`config.mk`:
```
export PLATFORM = sky130hd
export DESIGN_NAME = cva6_lsu_mem_responder_flat
export DESIGN_NICKNAME = d
export VERILOG_FILES = /design/src/rtl/cva6_lsu_mem_responder_pkg.sv /design/src/rtl/cva6_lsu_mem_responder_if.sv /design/src/rtl/cva6_lsu_mem_responder_queue.sv /design/src/rtl/cva6_lsu_mem_responder.sv /design/src/flat_wrapper.sv
export SDC_FILE = /design/constraint.sdc
export NUM_CORES = 1
export LEC_CHECK = 0
export ABC_AREA = 1
export CAP_MARGIN = 25
export CELL_PAD_IN_SITES_DETAIL_PLACEMENT = 1
export CELL_PAD_IN_SITES_GLOBAL_PLACEMENT = 2
export CORE_ASPECT_RATIO = 0.9
export CORE_UTILIZATION = 42
export CTS_CLUSTER_DIAMETER = 80
export CTS_CLUSTER_SIZE = 24
export DETAILED_ROUTE_END_ITERATION = 8
export DONT_BUFFER_PORTS = 1
export PLACE_DENSITY_LB_ADDON = 0.25
export SYNTH_ARGS = -nofsm -noshare
export SYNTH_HDL_FRONTEND = slang
export SYNTH_SLANG_ARGS = --single-unit
```
`constraint.sdc`:
```
create_clock -name clk_i -period 32.3 [get_ports clk_i]
set_input_delay 6.46 -clock clk_i [delete_from_list [all_inputs] [get_ports clk_i]]
set_output_delay 6.46 -clock clk_i [all_outputs]
set_load 0.005 [all_outputs]
```
`src/rtl/cva6_lsu_mem_responder_pkg.sv`:
```
// Shared constants and types for the LSU memory responder: default geometry,
// latencies, the queue entry layout and the request class encoding.
package cva6_lsu_resp_pkg;

  localparam int DEF_ADDR_W    = 32;
  localparam int DEF_DEPTH     = 4;
  localparam int DEF_LOAD_LAT  = 3;
  localparam int DEF_STORE_LAT = 2;
  localparam int DEF_MAX_LAT   = (DEF_LOAD_LAT > DEF_STORE_LAT) ? DEF_LOAD_LAT : DEF_STORE_LAT;
  localparam int DEF_AGE_W     = $clog2(DEF_MAX_LAT + 1);

  typedef enum logic {
    REQ_STORE = 1'b0,
    REQ_LOAD  = 1'b1
  } req_class_e;

  // Default-sized entry; each queue instance builds the same layout from its own parameters.
  typedef struct packed {
    logic [DEF_ADDR_W-1:0] addr;
    logic [DEF_AGE_W-1:0]  age;
  } resp_entry_t;

endpackage

```
`src/rtl/cva6_lsu_mem_responder_if.sv`:
```
// Request/response bundle between the issuing side and the memory responder.
interface cva6_lsu_mem_responder_if
  import cva6_lsu_resp_pkg::*;
#(
  parameter int ADDR_W = DEF_ADDR_W,
  parameter int DEPTH  = DEF_DEPTH
);
  localparam int CNT_W = $clog2(2 * DEPTH) + 1;

  logic [ADDR_W-1:0] instr_i;
  logic              is_load_i;
  logic              instr_valid_i;
  logic              lsu_ready_i;
  logic              resp_stall_i;
  logic              load_mem_resp_o;
  logic              store_mem_resp_o;
  logic [ADDR_W-1:0] resp_addr_o;
  logic              load_full_o;
  logic              store_full_o;
  logic              overflow_o;
  logic [CNT_W-1:0]  outstanding_o;

  modport slave (
    input  instr_i, is_load_i, instr_valid_i, lsu_ready_i, resp_stall_i,
    output load_mem_resp_o, store_mem_resp_o, resp_addr_o,
           load_full_o, store_full_o, overflow_o, outstanding_o
  );

  modport master (
    output instr_i, is_load_i, instr_valid_i, lsu_ready_i, resp_stall_i,
    input  load_mem_resp_o, store_mem_resp_o, resp_addr_o,
           load_full_o, store_full_o, overflow_o, outstanding_o
  );

endinterface

```
`src/rtl/cva6_lsu_mem_responder_queue.sv`:
```
// In-order response queue for one request class: FIFO storage, per-entry
// saturating age counters and the head pop decision.
module cva6_lsu_resp_queue
  import cva6_lsu_resp_pkg::*;
#(
  parameter int DEPTH  = DEF_DEPTH,
  parameter int LAT    = DEF_LOAD_LAT,
  parameter int ADDR_W = DEF_ADDR_W
) (
  input  logic                    clk_i,
  input  logic                    rst_i,
  input  logic                    push_i,
  input  logic [ADDR_W-1:0]       push_addr_i,
  input  logic                    stall_i,
  output logic                    pop_o,
  output logic [ADDR_W-1:0]       head_addr_o,
  output logic                    full_o,
  output logic                    drop_o,
  output logic [$clog2(DEPTH):0]  count_o
);

  localparam int PTR_W = $clog2(DEPTH);
  localparam int AGE_W = $clog2(LAT + 1);
  localparam logic [AGE_W-1:0] AGE_MAX  = AGE_W'(LAT);
  localparam logic [AGE_W-1:0] AGE_RDY  = AGE_W'(LAT - 1);
  localparam logic [PTR_W:0]   CNT_FULL = (PTR_W + 1)'(DEPTH);
  localparam logic [PTR_W:0]   CNT_ZERO = {(PTR_W + 1){1'b0}};
  localparam logic [PTR_W:0]   PTR_ONE  = (PTR_W + 1)'(1);

  typedef struct packed {
    logic [ADDR_W-1:0] addr;
    logic [AGE_W-1:0]  age;
  } entry_t;

  entry_t           r_mem [DEPTH];
  logic [PTR_W:0]   r_wr_ptr;
  logic [PTR_W:0]   r_rd_ptr;
  logic [PTR_W:0]   w_count;
  logic [PTR_W-1:0] w_off;
  logic [DEPTH-1:0] w_valid;
  logic             w_full;
  logic             w_empty;
  logic             w_pop;
  logic             w_push_ok;
  entry_t           w_head;

  assign w_count   = r_wr_ptr - r_rd_ptr;
  assign w_full    = (w_count == CNT_FULL);
  assign w_empty   = (w_count == CNT_ZERO);
  assign w_head    = r_mem[r_rd_ptr[PTR_W-1:0]];
  // The pulse is registered on the edge where the head's age reaches LAT.
  assign w_pop     = !w_empty && !stall_i && (w_head.age >= AGE_RDY);
  assign w_push_ok = push_i && (!w_full || w_pop);

  assign pop_o       = w_pop;
  assign head_addr_o = w_head.addr;
  assign full_o      = w_full;
  assign drop_o      = push_i && w_full && !w_pop;
  assign count_o     = w_count;

  // Slot occupancy: a slot is live when its distance from the read pointer is below the count.
  always_comb begin
    w_valid = {DEPTH{1'b0}};
    w_off   = {PTR_W{1'b0}};
    for (int i = 0; i < DEPTH; i++) begin
      w_off      = PTR_W'(i) - r_rd_ptr[PTR_W-1:0];
      w_valid[i] = ({1'b0, w_off} < w_count);
    end
  end

  // Storage, ageing and pointer update; a push into the slot being popped wins.
  always_ff @(posedge clk_i or posedge rst_i) begin
    if (rst_i) begin
      r_wr_ptr <= CNT_ZERO;
      r_rd_ptr <= CNT_ZERO;
      for (int i = 0; i < DEPTH; i++) begin
        r_mem[i] <= {($bits(entry_t)){1'b0}};
      end
    end else begin
      for (int i = 0; i < DEPTH; i++) begin
        if (w_valid[i] && (r_mem[i].age != AGE_MAX)) begin
          r_mem[i].age <= r_mem[i].age + AGE_W'(1);
        end
      end
      if (w_push_ok) begin
        r_mem[r_wr_ptr[PTR_W-1:0]].addr <= push_addr_i;
        r_mem[r_wr_ptr[PTR_W-1:0]].age  <= {AGE_W{1'b0}};
        r_wr_ptr                        <= r_wr_ptr + PTR_ONE;
      end
      if (w_pop) begin
        r_rd_ptr <= r_rd_ptr + PTR_ONE;
      end
    end
  end

endmodule

```
`src/rtl/cva6_lsu_mem_responder.sv`:
```
// Memory-side responder: steers accepted LSU requests into per-class queues and
// registers the load/store response pulses plus the responding address.
module cva6_lsu_mem_responder
  import cva6_lsu_resp_pkg::*;
#(
  parameter int ADDR_W    = DEF_ADDR_W,
  parameter int DEPTH     = DEF_DEPTH,
  parameter int LOAD_LAT  = DEF_LOAD_LAT,
  parameter int STORE_LAT = DEF_STORE_LAT
) (
  input  logic                     clk_i,
  input  logic                     rst_i,
  cva6_lsu_mem_responder_if.slave  bus
);

  localparam int CNT_W  = $clog2(2 * DEPTH) + 1;
  localparam int QCNT_W = $clog2(DEPTH) + 1;

  req_class_e        w_class;
  logic              w_accept;
  logic              w_push_load;
  logic              w_push_store;
  logic              w_load_pop;
  logic              w_store_pop;
  logic              w_load_drop;
  logic              w_store_drop;
  logic              w_load_full;
  logic              w_store_full;
  logic [ADDR_W-1:0] w_load_head;
  logic [ADDR_W-1:0] w_store_head;
  logic [QCNT_W-1:0] w_load_cnt;
  logic [QCNT_W-1:0] w_store_cnt;

  logic              r_load_resp;
  logic              r_store_resp;
  logic [ADDR_W-1:0] r_resp_addr;
  logic              r_overflow;

  assign w_accept     = bus.instr_valid_i && bus.lsu_ready_i;
  assign w_class      = bus.is_load_i ? REQ_LOAD : REQ_STORE;
  assign w_push_load  = w_accept && (w_class == REQ_LOAD);
  assign w_push_store = w_accept && (w_class == REQ_STORE);

  cva6_lsu_resp_queue #(
    .DEPTH  (DEPTH),
    .LAT    (LOAD_LAT),
    .ADDR_W (ADDR_W)
  ) u_load_q (
    .clk_i       (clk_i),
    .rst_i       (rst_i),
    .push_i      (w_push_load),
    .push_addr_i (bus.instr_i),
    .stall_i     (bus.resp_stall_i),
    .pop_o       (w_load_pop),
    .head_addr_o (w_load_head),
    .full_o      (w_load_full),
    .drop_o      (w_load_drop),
    .count_o     (w_load_cnt)
  );

  cva6_lsu_resp_queue #(
    .DEPTH  (DEPTH),
    .LAT    (STORE_LAT),
    .ADDR_W (ADDR_W)
  ) u_store_q (
    .clk_i       (clk_i),
    .rst_i       (rst_i),
    .push_i      (w_push_store),
    .push_addr_i (bus.instr_i),
    .stall_i     (bus.resp_stall_i),
    .pop_o       (w_store_pop),
    .head_addr_o (w_store_head),
    .full_o      (w_store_full),
    .drop_o      (w_store_drop),
    .count_o     (w_store_cnt)
  );

  // Response pulses, load-priority address mux and the sticky overflow flag.
  always_ff @(posedge clk_i or posedge rst_i) begin
    if (rst_i) begin
      r_load_resp  <= 1'b0;
      r_store_resp <= 1'b0;
      r_resp_addr  <= {ADDR_W{1'b0}};
      r_overflow   <= 1'b0;
    end else begin
      r_load_resp  <= w_load_pop;
      r_store_resp <= w_store_pop;
      if (w_load_pop) begin
        r_resp_addr <= w_load_head;
      end else if (w_store_pop) begin
        r_resp_addr <= w_store_head;
      end else begin
        r_resp_addr <= {ADDR_W{1'b0}};
      end
      r_overflow <= r_overflow || w_load_drop || w_store_drop;
    end
  end

  assign bus.load_mem_resp_o  = r_load_resp;
  assign bus.store_mem_resp_o = r_store_resp;
  assign bus.resp_addr_o      = r_resp_addr;
  assign bus.overflow_o       = r_overflow;
  assign bus.load_full_o      = w_load_full;
  assign bus.store_full_o     = w_store_full;
  assign bus.outstanding_o    = CNT_W'(w_load_cnt) + CNT_W'(w_store_cnt);

endmodule

```
`src/flat_wrapper.sv`:
```
// flat-port wrapper written by rule: the top's interface ports become plain ports
module cva6_lsu_mem_responder_flat import cva6_lsu_resp_pkg::*;
#(
  parameter int ADDR_W    = DEF_ADDR_W,
  parameter int DEPTH     = DEF_DEPTH,
  parameter int LOAD_LAT  = DEF_LOAD_LAT,
  parameter int STORE_LAT = DEF_STORE_LAT
)
  (clk_i, rst_i, bus_instr_i, bus_is_load_i, bus_instr_valid_i, bus_lsu_ready_i, bus_resp_stall_i, bus_load_mem_resp_o, bus_store_mem_resp_o, bus_resp_addr_o, bus_load_full_o, bus_store_full_o, bus_overflow_o, bus_outstanding_o);
  cva6_lsu_mem_responder_if #(.ADDR_W(ADDR_W), .DEPTH(DEPTH)) bus_i ();
  input  logic clk_i;
  input  logic rst_i;
  input wire logic [$bits(bus_i.instr_i)-1:0] bus_instr_i;
  input wire logic [$bits(bus_i.is_load_i)-1:0] bus_is_load_i;
  input wire logic [$bits(bus_i.instr_valid_i)-1:0] bus_instr_valid_i;
  input wire logic [$bits(bus_i.lsu_ready_i)-1:0] bus_lsu_ready_i;
  input wire logic [$bits(bus_i.resp_stall_i)-1:0] bus_resp_stall_i;
  output wire logic [$bits(bus_i.load_mem_resp_o)-1:0] bus_load_mem_resp_o;
  output wire logic [$bits(bus_i.store_mem_resp_o)-1:0] bus_store_mem_resp_o;
  output wire logic [$bits(bus_i.resp_addr_o)-1:0] bus_resp_addr_o;
  output wire logic [$bits(bus_i.load_full_o)-1:0] bus_load_full_o;
  output wire logic [$bits(bus_i.store_full_o)-1:0] bus_store_full_o;
  output wire logic [$bits(bus_i.overflow_o)-1:0] bus_overflow_o;
  output wire logic [$bits(bus_i.outstanding_o)-1:0] bus_outstanding_o;
  assign bus_i.instr_i = bus_instr_i;
  assign bus_i.is_load_i = bus_is_load_i;
  assign bus_i.instr_valid_i = bus_instr_valid_i;
  assign bus_i.lsu_ready_i = bus_lsu_ready_i;
  assign bus_i.resp_stall_i = bus_resp_stall_i;
  assign bus_load_mem_resp_o = bus_i.load_mem_resp_o;
  assign bus_store_mem_resp_o = bus_i.store_mem_resp_o;
  assign bus_resp_addr_o = bus_i.resp_addr_o;
  assign bus_load_full_o = bus_i.load_full_o;
  assign bus_store_full_o = bus_i.store_full_o;
  assign bus_overflow_o = bus_i.overflow_o;
  assign bus_outstanding_o = bus_i.outstanding_o;
  cva6_lsu_mem_responder #(.ADDR_W(ADDR_W), .DEPTH(DEPTH), .LOAD_LAT(LOAD_LAT), .STORE_LAT(STORE_LAT)) u_core (.clk_i(clk_i), .rst_i(rst_i), .bus(bus_i));
endmodule
```
==> impl_metrics.ini, run 1 <==
[outcome]
status = complete, no violations

[yosys]
synth_area_mm2 = 0.01597
syn_inst = 1962
ys_seq_area_share_pct = 49.97
synthesis.nets = 2040
synth.distinct_cells = 33
yosys_warnings = 0
syn_avg_cell_area_um2 = 8.142
synth_seq_cells = 319

[route]
drtIter0Drc = 1153
vias = 13780
drt_pass1_iterations = 6
wire_per_inst_um = 24.05
drtAntennaViolNets = 0
drcViolationCount = 0
drt_wl_total_um = 55710
viasPerCell = 5.950

[layout]
drive_gt1_share_pct = 5.619
diodes = 0
final_nets = 1899
area_growth_pct = 4.261
instances_no_fill = 2316
fillers = 4459
multi_input_area_mm2 = 0.006845
register_area_mm2 = 0.007985

[clock_tree]
cts_buffer_depth = 3
cts_buffers = 20
clk_latency_ps = 560
cts_sinks = 319
cts_tree = yes
hold_buffers = 0
htreeDepth = 1
path_clk_slew_ps = 100
post_cts_buffers = 0
cts_resized = 0
ctsRootBufferMaster = clkbuf_16

[global_routing]
use_met1_pct = 42.15
antenna_found_initial = 0
grt_max_degree = 118
grt_use_total_pct = 29.05
grtUsageMet2_pct = 45.74
top_usage_layer = met2
grt_pass1_wl_um = 87420
overflow = 0
grt_pass1_vias = 14164
grtUsageMet3_pct = 5.188

[die]
fp-row-count = 67
core_area_mm2 = 0.03739
dieHeight_um = 187.0
start_util_pct = 42.72
dieArea_mm2 = 0.03882
io_pins = 79
die_w_um = 207.6

[setup_path]
cp.buffers_inverters = 3
cp_max_fo = 37
critPathArrivalTime_ps = 3530
cp-end-kind = output pin
critPathKind = reg2out
cp_cell_sequence = buf_4, inv_2, fa_1, xnor2_4, inv_1, ha_1, nand3_1, nand2_1
critPathRequiredTime_ps = 25840
critPathLaunchType = flip-flop
crit_family = buffers and inverters
max_stage_delay_ps = 640
cpMaxStageDelayCell = fa_1

[placement]
gp_congestion = 0.7751
dp.final_hpwl_um = 30970
dp.cells = 2282
portBuffers = 0

[power_and_ir_drop]
leakagePower_nw = 8.453
ir_drop_v = 0.00006067
power_density_mw_per_mm2 = 117.7
total_power_mw = 1.960

[hold_path]
min_path_type = reg2reg

[sta]
rsz0062_at_grt = no
fmax_mhz = 100.1
fin_skew_ps = 21.89
period_minus_slack_ps = 9986
relSlewSlack_pct = 29.15
slew_viol_final = 0
finalSetupViolCount = 0
fin_crit_sh_pct = 30.92
setup_tns_ps = 0
worst_pin_slew_ps = 1063
finalHoldViolations = 0

[run]
cap_violations = 0
==> Yosys cell counts <==
master | instances | share of area [%]
nor2_1 | 137 | 3.2
xor2_1 | 7 | 0.38
buf_2 | 39 | 1.2
nand3_1 | 47 | 1.5
nand2_1 | 657 | 15
o21ai_1 | 1 | 0.031
a21oi_1 | 2 | 0.063
clkbuf_2 | 32 | 1.0
nand3_2 | 10 | 0.63
nand2_4 | 2 | 0.14
xnor2_4 | 1 | 0.17
xnor2_1 | 3 | 0.16
buf_6 | 2 | 0.14
clkinv_1 | 1 | 0.023
and2_1 | 1 | 0.039
buf_4 | 21 | 0.99
a31oi_1 | 1 | 0.039
nand3b_1 | 4 | 0.19
o211ai_1 | 4 | 0.19
xnor2_2 | 1 | 0.10
buf_1 | 20 | 0.47
inv_2 | 15 | 0.35
inv_1 | 48 | 1.1
nor2_4 | 2 | 0.14
o21ai_0 | 137 | 4.3
fa_1 | 3 | 0.38
dfrtp_1 | 319 | 50
and3_1 | 1 | 0.039
o22ai_1 | 64 | 2.5
o21bai_1 | 4 | 0.19
ha_1 | 37 | 2.9
clkbuf_1 | 82 | 1.9
nand4_1 | 257 | 10
==> routing by layer <==
metal / up-vias / routed length [um]
met5: - / 0
met3: 50 / 3568
met4: 0 / 869
li1: 6282 / -
met2: 366 / 25540
met1: 7082 / 25740
==> power by group <==
part,total [mW],switching [mW],leakage (nW),internal (mW)
clock,0.291,0.157,0.326,0.134
sequential,0.674,0.0983,4.08,0.576
combinational,0.994,0.708,4.05,0.287
==> stage by stage <==
stage / utilization [%] / hold slack, ps / worst slack [ps] / area (um^2)
floorplan: - / 436.6 / 17010 / 15970
global placement: 42.55 / 447.4 / 22980 / 15910
detailed placement: 42.73 / 453.2 / 22920 / 15980
CTS: 44.55 / 477.6 / 22280 / 16650
global route: 44.55 / 493.8 / 22150 / 16650
finish: 44.55 / 474.5 / 22310 / 16650
==> final cells by class <==
cell class | instances | area share [%]
well taps | 483 | 3.629
inverters | 64 | 1.487
flip-flops and latches | 319 | 47.95
clock buffers | 25 | 3.486
multi-input cells | 1383 | 41.10
repair buffers | 33 | 1.758
clock inverters | 9 | 0.5935
==> worst paths after layout <==
kind	depth (start not counted)	endpoint	slack, ps	from
max in group asynchronous	3	asynchronous set/reset pin	24130	rst_i
worst min register to register	2	flip-flop	470	flip-flop
worst max-delay path	8	bus_outstanding_o[3]	22310	u_core.u_load_q.r_rd_ptr[1]
worst max register to register	13	flip-flop	27660	u_core.u_load_q.r_rd_ptr[0]
min in group asynchronous	1	u_core.u_store_q.r_mem[68]	5850	rst_i
worst min-delay path	2	flip-flop	470	flip-flop
==> kinds of logic (layout without fill, tap and decap cells) <==
logic type,Yosys count,after routing,synth area share (%)
buffers and inverters,260,131,7.253
adders and majority gates,40,40,3.274
AOI/OAI and AO/OA,213,213,7.308
DFF,319,319,49.97
and+or+nand+nor,1118,1118,31.37
xor gates and xnor gates,12,12,0.8225
==> tightest hold or removal path: cells and delay by family, from the launching register on <==
kind / cells / cell delay (ps)
flip-flops: 1 / 350
AND/OR/NAND/NOR: 2 / 100
==> layout by cell type (no fill, tap or decap), drive strengths merged <==
cell      count
nand3b        4
dfrtp       319
xor2          7
and2          1
a21oi         2
inv          68
clkinvlp      3
nor2        139
nand2       659
xnor2         5
o22ai        64
o211ai        4
a31oi         1
and3          1
o21ai       138
o21bai        4
nand3        57
clkinv        2
buf          33
clkbuf       25
fa            3
nand4       257
ha           37
Power figures use the tool's default switching activity.
==> inputs of run 2 (changes only) <==
- CORE_UTILIZATION: 42 -> 39
- clock period: 32.3 -> 10.2 ns (I/O delays scaled with it)
==> impl_metrics.ini, run 2 (synthesis gave the netlist of run 1 again) <==
[outcome]
status = complete, no violations

[route]
drt_wl_total_um = 56000
drt_pass1_iterations = 5
drcViolationCount = 0
drtAntennaViolNets = 0
viasPerCell = 5.804
wire_per_inst_um = 23.72
drtIter0Drc = 1164
vias = 13703

[setup_path]
cpMaxStageDelayCell = fa_1
critPathArrivalTime_ps = 3480
max_stage_delay_ps = 660
cp_cell_sequence = buf_4, inv_2, fa_1, xnor2_4, inv_1, ha_1, a21oi_1, nand2_1
crit_family = buffers and inverters
critPathLaunchType = flip-flop
cp_max_fo = 37
critPathKind = reg2out
critPathRequiredTime_ps = 8160
cp-end-kind = output pin
cp.buffers_inverters = 3

[sta]
period_minus_slack_ps = 5522
fin_crit_sh_pct = 54.14
rsz0062_at_grt = no
fmax_mhz = 181.1
relSlewSlack_pct = 30.88
fin_skew_ps = 31.90
slew_viol_final = 0
worst_pin_slew_ps = 1036
finalSetupViolCount = 0
finalHoldViolations = 0
setup_ws_ps = 4678
setup_tns_ps = 0

[die]
start_util_pct = 40.05
die_w_um = 215.3
core_area_mm2 = 0.03989
dieHeight_um = 194
dieArea_mm2 = 0.04177
fp-row-count = 69
io_pins = 79

[placement]
dpl_cell_area_mm2 = 0.01608
dp.final_hpwl_um = 32130
dp.cells = 2331
portBuffers = 0
place_ws_ps = 5234
gp_congestion = 0.7760

[layout]
final_nets = 1898
final_area_mm2 = 0.01670
fillers = 4787
diodes = 0
drive_gt1_share_pct = 5.249
mostFrequentLayoutCell = nand2_1
instances_no_fill = 2361
layout_common_cells = 657 x nand2_1, 317 x dfrtp_1, 257 x nand4_1, 137 x o21ai_0, 136 x nor2_1
area_growth_pct = 4.535

[hold_path]
min_path_type = reg2reg

[global_routing]
grt_max_degree = 157
grt_pass1_vias = 14022
antenna_found_initial = 1
overflow = 0
grt_use_total_pct = 26.97
grt_pass1_wl_um = 87400

[clock_tree]
htreeDepth = 1
cts_sinks = 319
ctsRootBufferMaster = clkbuf_16
cts_buffer_depth = 3
path_clk_slew_ps = 100
cts_resized = 0
cts_buffers = 18
post_cts_buffers = 0
hold_buffers = 0
cts_tree = yes
clk_latency_ps = 550

[power_and_ir_drop]
leakagePower_nw = 8.440
ir_drop_v = 0.0003649
power_density_mw_per_mm2 = 369.5

[run]
cap_violations = 0
-- run 2: cell type report --
| type | instances | area, um^2 | area share [%] |
|---|---|---|---|
| clock buffer | 24 | 504.2 | 3.020 |
| clock inverter | 5 | 91.34 | 0.5470 |
| inverter | 64 | 244.0 | 1.461 |
| multi-input combinational | 1383 | 6848 | 41.01 |
| sequential | 319 | 7985 | 47.82 |
| tap | 532 | 665.6 | 3.986 |
| timing repair buffer | 34 | 360.3 | 2.158 |
-- run 2: report_power, final --
part | switching, mW | internal, mW
clock | 0.468 | 0.409
combinational | 2.25 | 0.909
sequential | 0.311 | 1.82
-- run 2: stage by stage --
| step | hold WS (ps) | util (%) | total power [mW] |
|---|---|---|---|
| final | 474.6 | 41.87 | 6.170 |
| after global routing | 493.9 | 41.87 | 6.672 |
| after CTS | 477.5 | 41.80 | 6.188 |
| after detailed placement | 453.4 | 40.30 | 5.304 |
| after global placement | 447.7 | 40.05 | 5.191 |
| after floorplan | 436.6 | - | 4.370 |
-- run 2: metal layers --
layer / part of all wire (%) / track usage [%] / up-vias / wire [um]
met1: 47 / 39.08 / 7040 / 26190
met5: 0 / 0 / - / 0
met4: 2.2 / 6.147 / 0 / 1236
met3: 4.8 / 3.796 / 67 / 2695
li1: - / - / 6272 / -
met2: 46 / 42.65 / 324 / 25880
-- run 2: worst reg2reg max path, stage by stage, from the launching register on --
cell,delay (ps)
dfrtp_2,370
buf_4,660
inv_2,530
buf_4,430
nand2_1,130
nand2_1,70
a21oi_1,150
nand3_2,210
nand2_4,680
nand3_2,1030
nand2_1,320
inv_1,70
-- run 2: final timing paths --
kind | startpoint | end | slack, ps | cells past startpoint
setup / recovery | u_core.u_load_q.r_rd_ptr[1] | bus_outstanding_o[3] | 4680 | 8
hold / removal | flip-flop | flip-flop | 470 | 2
setup reg to reg | u_core.u_store_q.r_rd_ptr[0] | u_core.u_store_q.r_mem[34] | 5430 | 11
hold reg to reg | flip-flop | flip-flop | 470 | 2
max in group asynchronous | rst_i | asynchronous set/reset pin | 6700 | 3
min in group asynchronous | rst_i | u_core.u_store_q.r_mem[35] | 1450 | 1
